**src/rtl/cla32_pipe_if.sv**
```systemverilog
// Operand/result handshake bundle for cla32_pipe.
// The master modport is the producer/consumer side and the slave modport is the adder.
interface cla32_pipe_if #(
  parameter int unsigned WIDTH = 32
);
  logic             in_valid;
  logic             in_ready;
  logic [WIDTH-1:0] a;
  logic [WIDTH-1:0] b;
  logic             c_in;
  logic             out_valid;
  logic             out_ready;
  logic [WIDTH-1:0] sum;
  logic             c_out;
  logic             overflow;

  modport master (
    output in_valid, a, b, c_in, out_ready,
    input  in_ready, out_valid, sum, c_out, overflow
  );

  modport slave (
    input  in_valid, a, b, c_in, out_ready,
    output in_ready, out_valid, sum, c_out, overflow
  );
endinterface

```
**src/rtl/cla32_pipe.sv**
```systemverilog
// Two-stage pipelined adder built from 4-bit carry-lookahead slices.
// The low half is added in stage 1 and the high half in stage 2; valid/ready is used on both sides.
module cla32_pipe #(
  parameter int unsigned WIDTH = 32
) (
  input  logic         clk,
  input  logic         rst_n,
  cla32_pipe_if.slave  bus
);
  localparam int unsigned H  = WIDTH / 2;
  localparam int unsigned NS = H / 4;

  // One 4-bit lookahead slice. The result is packed as {carry_out, sum[3:0]}.
  function automatic logic [4:0] cla4(input logic [3:0] x, input logic [3:0] y, input logic ci);
    logic [3:0] g;
    logic [3:0] p;
    logic [4:0] c;
    g    = x & y;
    p    = x ^ y;
    c[0] = ci;
    c[1] = g[0] | (p[0] & ci);
    c[2] = g[1] | (p[1] & g[0]) | (p[1] & p[0] & ci);
    c[3] = g[2] | (p[2] & g[1]) | (p[2] & p[1] & g[0]) | (p[2] & p[1] & p[0] & ci);
    c[4] = g[3] | (p[3] & g[2]) | (p[3] & p[2] & g[1]) | (p[3] & p[2] & p[1] & g[0])
         | (p[3] & p[2] & p[1] & p[0] & ci);
    return {c[4], p ^ c[3:0]};
  endfunction

  // Ripple the carry through NS slices to cover one half-width.
  function automatic logic [H:0] ripple(input logic [H-1:0] x, input logic [H-1:0] y, input logic ci);
    logic [H-1:0] s;
    logic         carry;
    logic [4:0]   r;
    carry = ci;
    s     = '0;
    for (int unsigned i = 0; i < NS; i++) begin
      r            = cla4(x[4*i +: 4], y[4*i +: 4], carry);
      s[4*i +: 4]  = r[3:0];
      carry        = r[4];
    end
    return {carry, s};
  endfunction

  logic         s1_valid;
  logic [H-1:0] s1_sum_lo;
  logic         s1_c_mid;
  logic [H-1:0] s1_a_hi;
  logic [H-1:0] s1_b_hi;
  logic         s2_valid;
  logic [WIDTH-1:0] sum_q;
  logic         c_out_q;
  logic         overflow_q;

  logic         s2_adv_c;
  logic         s1_adv_c;
  logic         accept_c;
  logic [H:0]   lo_c;
  logic [H:0]   hi_c;
  logic         a_msb_c;
  logic         b_msb_c;

  // Handshake: ready depends only on the valid flags and out_ready.
  always_comb begin
    s2_adv_c = !s2_valid || bus.out_ready;
    s1_adv_c = !s1_valid || s2_adv_c;
    accept_c = bus.in_valid && s1_adv_c;
  end

  // The top bits of the registered upper halves are the operand sign bits.
  always_comb begin
    lo_c    = ripple(bus.a[H-1:0], bus.b[H-1:0], bus.c_in);
    hi_c    = ripple(s1_a_hi, s1_b_hi, s1_c_mid);
    a_msb_c = s1_a_hi[H-1];
    b_msb_c = s1_b_hi[H-1];
  end

  // Stage 1: low-half add, capture mid-carry and upper operands.
  always_ff @(posedge clk or negedge rst_n) begin
    if (!rst_n) begin
      s1_valid  <= 1'b0;
      s1_sum_lo <= '0;
      s1_c_mid  <= 1'b0;
      s1_a_hi   <= '0;
      s1_b_hi   <= '0;
    end else if (s1_adv_c) begin
      s1_valid <= accept_c;
      if (accept_c) begin
        s1_sum_lo <= lo_c[H-1:0];
        s1_c_mid  <= lo_c[H];
        s1_a_hi   <= bus.a[WIDTH-1:H];
        s1_b_hi   <= bus.b[WIDTH-1:H];
      end
    end
  end

  // Stage 2: high-half add from c_mid, register the full result and flags.
  always_ff @(posedge clk or negedge rst_n) begin
    if (!rst_n) begin
      s2_valid   <= 1'b0;
      sum_q      <= '0;
      c_out_q    <= 1'b0;
      overflow_q <= 1'b0;
    end else if (s2_adv_c) begin
      s2_valid <= s1_valid;
      if (s1_valid) begin
        sum_q      <= {hi_c[H-1:0], s1_sum_lo};
        c_out_q    <= hi_c[H];
        overflow_q <= (a_msb_c == b_msb_c) && (hi_c[H-1] != a_msb_c);
      end
    end
  end

  assign bus.in_ready  = s1_adv_c;
  assign bus.out_valid = s2_valid;
  assign bus.sum       = sum_q;
  assign bus.c_out     = c_out_q;
  assign bus.overflow  = overflow_q;
endmodule

```
**src/flat_wrapper.sv**
```systemverilog
// flat-port wrapper written by rule: the top's interface ports become plain ports
module cla32_pipe_flat 
#(
  parameter int unsigned WIDTH = 32
)
  (clk, rst_n, bus_in_valid, bus_a, bus_b, bus_c_in, bus_out_ready, bus_in_ready, bus_out_valid, bus_sum, bus_c_out, bus_overflow);
  cla32_pipe_if #(.WIDTH(WIDTH)) bus_i ();
  input  logic clk;
  input  logic rst_n;
  input wire logic [$bits(bus_i.in_valid)-1:0] bus_in_valid;
  input wire logic [$bits(bus_i.a)-1:0] bus_a;
  input wire logic [$bits(bus_i.b)-1:0] bus_b;
  input wire logic [$bits(bus_i.c_in)-1:0] bus_c_in;
  input wire logic [$bits(bus_i.out_ready)-1:0] bus_out_ready;
  output wire logic [$bits(bus_i.in_ready)-1:0] bus_in_ready;
  output wire logic [$bits(bus_i.out_valid)-1:0] bus_out_valid;
  output wire logic [$bits(bus_i.sum)-1:0] bus_sum;
  output wire logic [$bits(bus_i.c_out)-1:0] bus_c_out;
  output wire logic [$bits(bus_i.overflow)-1:0] bus_overflow;
  assign bus_i.in_valid = bus_in_valid;
  assign bus_i.a = bus_a;
  assign bus_i.b = bus_b;
  assign bus_i.c_in = bus_c_in;
  assign bus_i.out_ready = bus_out_ready;
  assign bus_in_ready = bus_i.in_ready;
  assign bus_out_valid = bus_i.out_valid;
  assign bus_sum = bus_i.sum;
  assign bus_c_out = bus_i.c_out;
  assign bus_overflow = bus_i.overflow;
  cla32_pipe #(.WIDTH(WIDTH)) u_core (.clk(clk), .rst_n(rst_n), .bus(bus_i));
endmodule
```
**config.mk**
```make
export PLATFORM = sky130hd
export DESIGN_NAME = cla32_pipe_flat
export DESIGN_NICKNAME = d
export VERILOG_FILES = /design/src/rtl/cla32_pipe_if.sv /design/src/rtl/cla32_pipe.sv /design/src/flat_wrapper.sv
export SDC_FILE = /design/constraint.sdc
export NUM_CORES = 1
export LEC_CHECK = 0
export CAP_MARGIN = 20
export CORE_MARGIN = 5
export CORE_UTILIZATION = 50
export CTS_CLUSTER_DIAMETER = 100
export DETAILED_ROUTE_END_ITERATION = 6
export GPL_TIMING_DRIVEN = 0
export PLACE_DENSITY = 0.8
export REMOVE_ABC_BUFFERS = 1
export SYNTH_ARGS = -nofsm -noshare
export SYNTH_HDL_FRONTEND = slang
export SYNTH_SLANG_ARGS = --single-unit
```
**constraint.sdc**
```tcl
create_clock -name clk -period 3 [get_ports clk]
set_input_delay 0.6 -clock clk [delete_from_list [all_inputs] [get_ports clk]]
set_output_delay 0.6 -clock clk [all_outputs]
set_load 0.01 [all_outputs]
```
Word level (Yosys, flattened, before mapping). Index checks and enable logic that the tools add are counted.

Bits in registers: 85. Latch bits: 0. RAM bits: 0. Bits in read-only memories: 0. Input port bits: 69. Word-level logic and storage cells: 251. Memories kept: 0.

$add $sub $neg: 0. $mul: 0. Divide/modulo/power cells: 0. Magnitude comparators: 0. Equality and inequality tests: 2. Shift-type cells: 0. Multiplexer cells: 0. Bitwise operators: 232. Reduce and logical (&&, ||, !) cells: 8.

Operator list (count): $and 1x1->1 (128); $or 1x1->1 (80); $xor 4x4->4 (16); $and 4x4->4 (8); $reduce_and 2->1 (2); $logic_and 1x1->1 (2); $logic_not 1->1 (2); $logic_or 1x1->1 (2); $eq 1x1->1 (1); $ne 1x1->1 (1).

Longest topological paths before layout.
Depth in word-level cells: 15. Depth in mapped cells: 10. Gate-level depth less buffers: 10.

Least setup slack after synthesis. OpenSTA, ideal clock, no wires.

Path type: input port to flip-flop. From: input bus_b[2]. To: register u_core.s1_sum_lo[12]. Library setup time: 125 ps. Arrival time: 2391 ps. Data required time: 2875 ps. Path slack: 485 ps. Cell stages on the path: 8. Buffers on the path: 0. Path through: ha_1 > a21o_1 > a21oi_2 > nand4b_2 > a31oi_4 > o21bai_1 > fa_1 > mux2_2.

Cells in the longest elaborated chain, start to end: 11. Elaborated cells on any way between the ends: 18. Classes of those cells: bitwise: 18.

Ends and longest elaborated chain: from (decl) (line flat_wrapper.sv:12) `input wire logic [$bits(bus_i.b)-1:0] bus_b;`; $and 4x4->4 / $xor 4x4->4 (equally long branches) (line cla32_pipe.sv:18, cla32_pipe.sv:19); $and 1x1->1 (on tied branches) (line cla32_pipe.sv:24, cla32_pipe.sv:25); $or 1x1->1 (tied with other cells) (2 in a row) (line cla32_pipe.sv:24) `c[4] = g[3] | (p[3] & g[2]) | (p[3] & p[2] & g[1]) | (p[3] & p[2] & p[1] & g[0])`; $or 1x1->1 / $and 1x1->1 (equally long branches) (line cla32_pipe.sv:24, cla32_pipe.sv:25); $or 1x1->1 * (line cla32_pipe.sv:25) `| (p[3] & p[2] & p[1] & p[0] & ci);`; $and 1x1->1 * (line cla32_pipe.sv:25); $or 1x1->1 * (line cla32_pipe.sv:25); $and 1x1->1 * (line cla32_pipe.sv:25); $or 1x1->1 * (line cla32_pipe.sv:25); $xor 4x4->4 * (line cla32_pipe.sv:26) `return {c[4], p ^ c[3:0]};`; named net u_core.lo_c[12] (line cla32_pipe.sv:57) `logic [H:0] lo_c;`; to (signal assigned) (line cla32_pipe.sv:88) `s1_sum_lo <= lo_c[H-1:0];`; to (decl) (line cla32_pipe.sv:45) `logic [H-1:0] s1_sum_lo;`.

The timed path passes the listed nets; every way through them passes the cells marked *. A chain may end at the register's enable or synchronous reset.

Final worst setup path.
From: register u_core.s1_b_hi[0]. To: register u_core.sum_q[28] (netlist: u_core.bus.sum[28]).

Cells in the longest elaborated chain, start to end: 9. Elaborated cells on any way between the ends: 12. Classes of those cells: bitwise: 12.

Ends and longest elaborated chain: from (decl) (line cla32_pipe.sv:48) `logic [H-1:0] s1_b_hi;`; from (signal assigned) (line cla32_pipe.sv:91) `s1_b_hi <= bus.b[WIDTH-1:H];`; $and 4x4->4 / $xor 4x4->4 (equally long branches) (line cla32_pipe.sv:18, cla32_pipe.sv:19); $and 1x1->1 (on tied branches) (line cla32_pipe.sv:24, cla32_pipe.sv:25); $or 1x1->1 / $and 1x1->1 (equally long branches) (line cla32_pipe.sv:24, cla32_pipe.sv:25); $or 1x1->1 * (line cla32_pipe.sv:25); $and 1x1->1 * (line cla32_pipe.sv:25); $or 1x1->1 * (line cla32_pipe.sv:25); $and 1x1->1 * (line cla32_pipe.sv:25); $or 1x1->1 * (line cla32_pipe.sv:25); $xor 4x4->4 * (line cla32_pipe.sv:26); named net u_core.hi_c[12] (line cla32_pipe.sv:58) `logic [H:0] hi_c;`; to (signal assigned) (line cla32_pipe.sv:106) `sum_q <= {hi_c[H-1:0], s1_sum_lo};`; to (decl) (line cla32_pipe.sv:50) `logic [WIDTH-1:0] sum_q;`.

Marked as above.

==> results.sh <==
export IMPL_ys_types=40
export IMPL_synth_seq_cells=85
export IMPL_critPathCaptureType="flip-flop"
export IMPL_coreArea_sq_um=8593
export IMPL_area_delta_synth_final_pct=31.79
export IMPL_yosysSeqAreaShare=0.4882
export IMPL_cts_buffer_depth=2
export IMPL_crit_chain="ha_1 -> a211oi_1 -> o21ai_0 -> nand3_1 -> a21oi_1 -> or3_1 -> fa_1 -> mux2_2"
export IMPL_clock_fmax_mhz=349.7
export IMPL_cts_buffers=9
export IMPL_cts_hold_buf=0
export IMPL_skew_ns=0.009541
export IMPL_cp_arrival_ns=3.10
export IMPL_rr_worst_depth=8
export IMPL_grt_pass1_vias=3234
export IMPL_fill_cells=657
export IMPL_path_depth=8
export IMPL_relSlewSlack=0.4429
export IMPL_hold_violations=0
export IMPL_setup_violations=0
export IMPL_hp_class="primary input to async pin"
export IMPL_port_buffers=104
export IMPL_ir_drop_mv=0.2721
export IMPL_vias_per_cell=5.260
export IMPL_cp_start_kind="flip-flop"
export IMPL_nNetsFinal=574
export IMPL_synth_top_area_cell="dfrtp_1"
export IMPL_grt_max_degree=58
export IMPL_synth_top_area_share=0.4882
export IMPL_place_gp_congestion=0.7902
export IMPL_clk_latency_ns=0.35
export IMPL_cts_tree="yes"
export IMPL_vias=3040
export IMPL_stdcell_area_sq_um=5742
export IMPL_grt_pass1_wl_mm=14.48
export IMPL_synth_area_sq_um=4357
export IMPL_place_inst=561
export IMPL_crit_slowest_cell="fa_1"
export IMPL_instances_no_fill=578
export IMPL_critPathBufInv=0
export IMPL_ys_top_cells_by_area="dfrtp_1 (49%), mux2_2 (14%), ha_1 (9.2%), fa_1 (3.7%), o21ai_0 (3.1%)"
export IMPL_route_detailed_drc=0
export IMPL_cts_root_buffer="clkbuf_8"
export IMPL_period_share=0.9531
export IMPL_ys_warn_count=0
export IMPL_cp_data_required_time_ns=3.24
export IMPL_drv_cap=0
export IMPL_ctsResizeCount=0
export IMPL_clkSlewWorstSetupHoldPaths_ns=0.09
export IMPL_drt_wl_total_mm=8.711
export IMPL_path_delay_family="adder cells"
export IMPL_die_y_microns=103.3
export IMPL_first_iter_violations=51
export IMPL_initial_core_util=0.5070
export IMPL_dp_final_hpwl_mm=6.741
export IMPL_h_tree_depth=3
export IMPL_status="finished, final reports clean"
export IMPL_dieArea_sq_um=10680
export IMPL_placementRows=34
export IMPL_power_leakage_uw=0.002531
export IMPL_io_pins=105
export IMPL_min_period_ns=2.859
export IMPL_overflow=0
export IMPL_num_antenna_cells=0
export IMPL_track_usage=0.1730
export IMPL_drive_above_1_share=0.1702
export IMPL_crit_path_max_fanout=4
export IMPL_crit_type="flip-flop to flip-flop"
export IMPL_critical_path_max_stage_delay_ns=0.49
export IMPL_drv_slew=0
export IMPL_die_w_microns=103.3
export IMPL_post_cts_buffers=0
export IMPL_rsz0062_at_grt="no"
export IMPL_holdWs_ns=0.1659
export IMPL_grt_antenna_before_repair=0
export IMPL_fin_util=0.6682
export IMPL_wire_per_inst_microns=15.07
export IMPL_synthCells=358
export IMPL_worst_slew_pin_slew_ns=0.8357
export IMPL_drtAntennaViolNets=0
export IMPL_place_area_sq_um=5539
export IMPL_clock_sinks=85
export IMPL_power_density_nw_per_um2=656.0
export IMPL_synth_area_per_cell_sq_um=12.17
export IMPL_drt_pass1_iterations=4
[worst paths after layout]
kind	start	endpoint	slack, ns
worst max-delay path	u_core.s1_b_hi[0]$_DFFE_PN0P_	u_core.bus.sum[28]$_DFFE_PN0P_	0.14
worst min-delay path	rst_n	u_core.s1_b_hi[7]$_DFFE_PN0P_	0.17
worst max register to register	u_core.s1_b_hi[0]$_DFFE_PN0P_	u_core.bus.sum[28]$_DFFE_PN0P_	0.14
worst min register to register	u_core.s1_sum_lo[6]$_DFFE_PN0P_	u_core.s1_sum_lo[6]$_DFFE_PN0P_	0.48
max in group asynchronous	rst_n	u_core.s1_c_mid$_DFFE_PN0P_	2.22
min in group clk	u_core.s1_sum_lo[6]$_DFFE_PN0P_	u_core.s1_sum_lo[6]$_DFFE_PN0P_	0.48
[worst register-to-register path: stages, from the launching register on]
cell	delay (ns)
dfrtp_1	0.41
ha_1	0.32
a211oi_1	0.33
o21ai_0	0.22
nand3_1	0.16
a21oi_1	0.16
or3_1	0.40
fa_1	0.49
mux2_2	0.27
[Yosys cell counts, drive strengths merged]
library cell,n
buf,1
xor2,9
o22a,1
o311a,1
a22oi,1
dfrtp,85
xnor2,11
o21a,4
ha,32
clkbuf,10
inv,10
a31oi,2
a21oi,12
and3,3
nand3,3
mux2,54
and2,3
nand2,30
nor2,9
nand3b,1
nor3,2
or3,3
a211oi,4
o41ai,1
o22ai,1
a41o,1
fa,8
o21bai,1
o21ai,28
nand4,2
nand2b,5
nor2b,3
a21o,11
o31ai,4
a32oi,1
nand4b,1
[per-layer routing]
metal	GRT usage	wire, microns	up-vias
met5	0	0	-
met4	0.05179	136	0
met3	0.05969	744	12
met2	0.3034	4351	81
met1	0.1993	3479	1457
li1	-	-	1490
[stage by stage]
| step | TNS [ns] | total power [uW] | setup slack (ns) |
|---|---|---|---|
| 2_1_floorplan | 0 | 2392 | 0.4378 |
| 3_3_place_gp | -165.11 | 3026 | -1.652 |
| 3_5_place_dp | -0.1217 | 3087 | -0.07725 |
| 4_1_cts | 0 | 3816 | 0.1432 |
| 5_1_grt | 0 | 4050 | 0.02576 |
| 6_report | 0 | 3767 | 0.1406 |
[layout make-up]
| type | instances | area (sq um) | area share |
|---|---|---|---|
| tap | 108 | 135.1 | 0.02353 |
| timing repair buffer | 107 | 1114 | 0.1939 |
| clock buffer | 10 | 127.6 | 0.02223 |
| multi-input combinational | 252 | 2153 | 0.3750 |
| sequential | 85 | 2127 | 0.3705 |
| inverter | 10 | 37.54 | 0.006537 |
| clock inverter | 6 | 47.55 | 0.008281 |
[power breakdown]
group | switching [uW] | total [uW] | internal [uW]
Clock | 415 | 722 | 306
Combinational | 599 | 1430 | 829
Sequential | 168 | 1620 | 1450
[flip-flops by register name, summed over array words and instances, names as in the netlist]
register / count
u_core.bus.c_out: 1
u_core.bus.sum: 32
u_core.bus.overflow: 1
u_core.s1_b_hi: 16
u_core.s1_a_hi: 16
u_core.s1_c_mid: 1
u_core.bus.out_valid: 1
u_core.s1_sum_lo: 16
u_core.s1_valid: 1
[cell usage in the layout, fill, tap and decap left out, drive strengths merged, types with 2 or more instances in the layout]
master         netlist  routed
a211oi               4       4
a21o                11      11
a21oi               12      12
a31oi                2       2
and2                 3       3
and3                 3       3
buf                  1       4
clkbuf              10      10
clkdlybuf4s50        0     103
clkinvlp             0       4
dfrtp               85      85
fa                   8       8
ha                  32      32
inv                 10      12
mux2                54      54
nand2               30      30
nand2b               5       5
nand3                3       3
nand4                2       2
nor2                 9       9
nor2b                3       3
nor3                 2       2
o21a                 4       4
o21ai               28      28
o31ai                4       4
or3                  3       3
xnor2               11      11
xor2                 9       9
[cells by family after synthesis]
kind of cell,Yosys count,synth area share
simple gates,65,0.07180
mux,54,0.1396
compound gates,73,0.1134
flops,85,0.4882
xor+xnor,20,0.04021
buf+inv,21,0.01809
fa+ha+maj,40,0.1287
(Power assumes the default switching activity.)
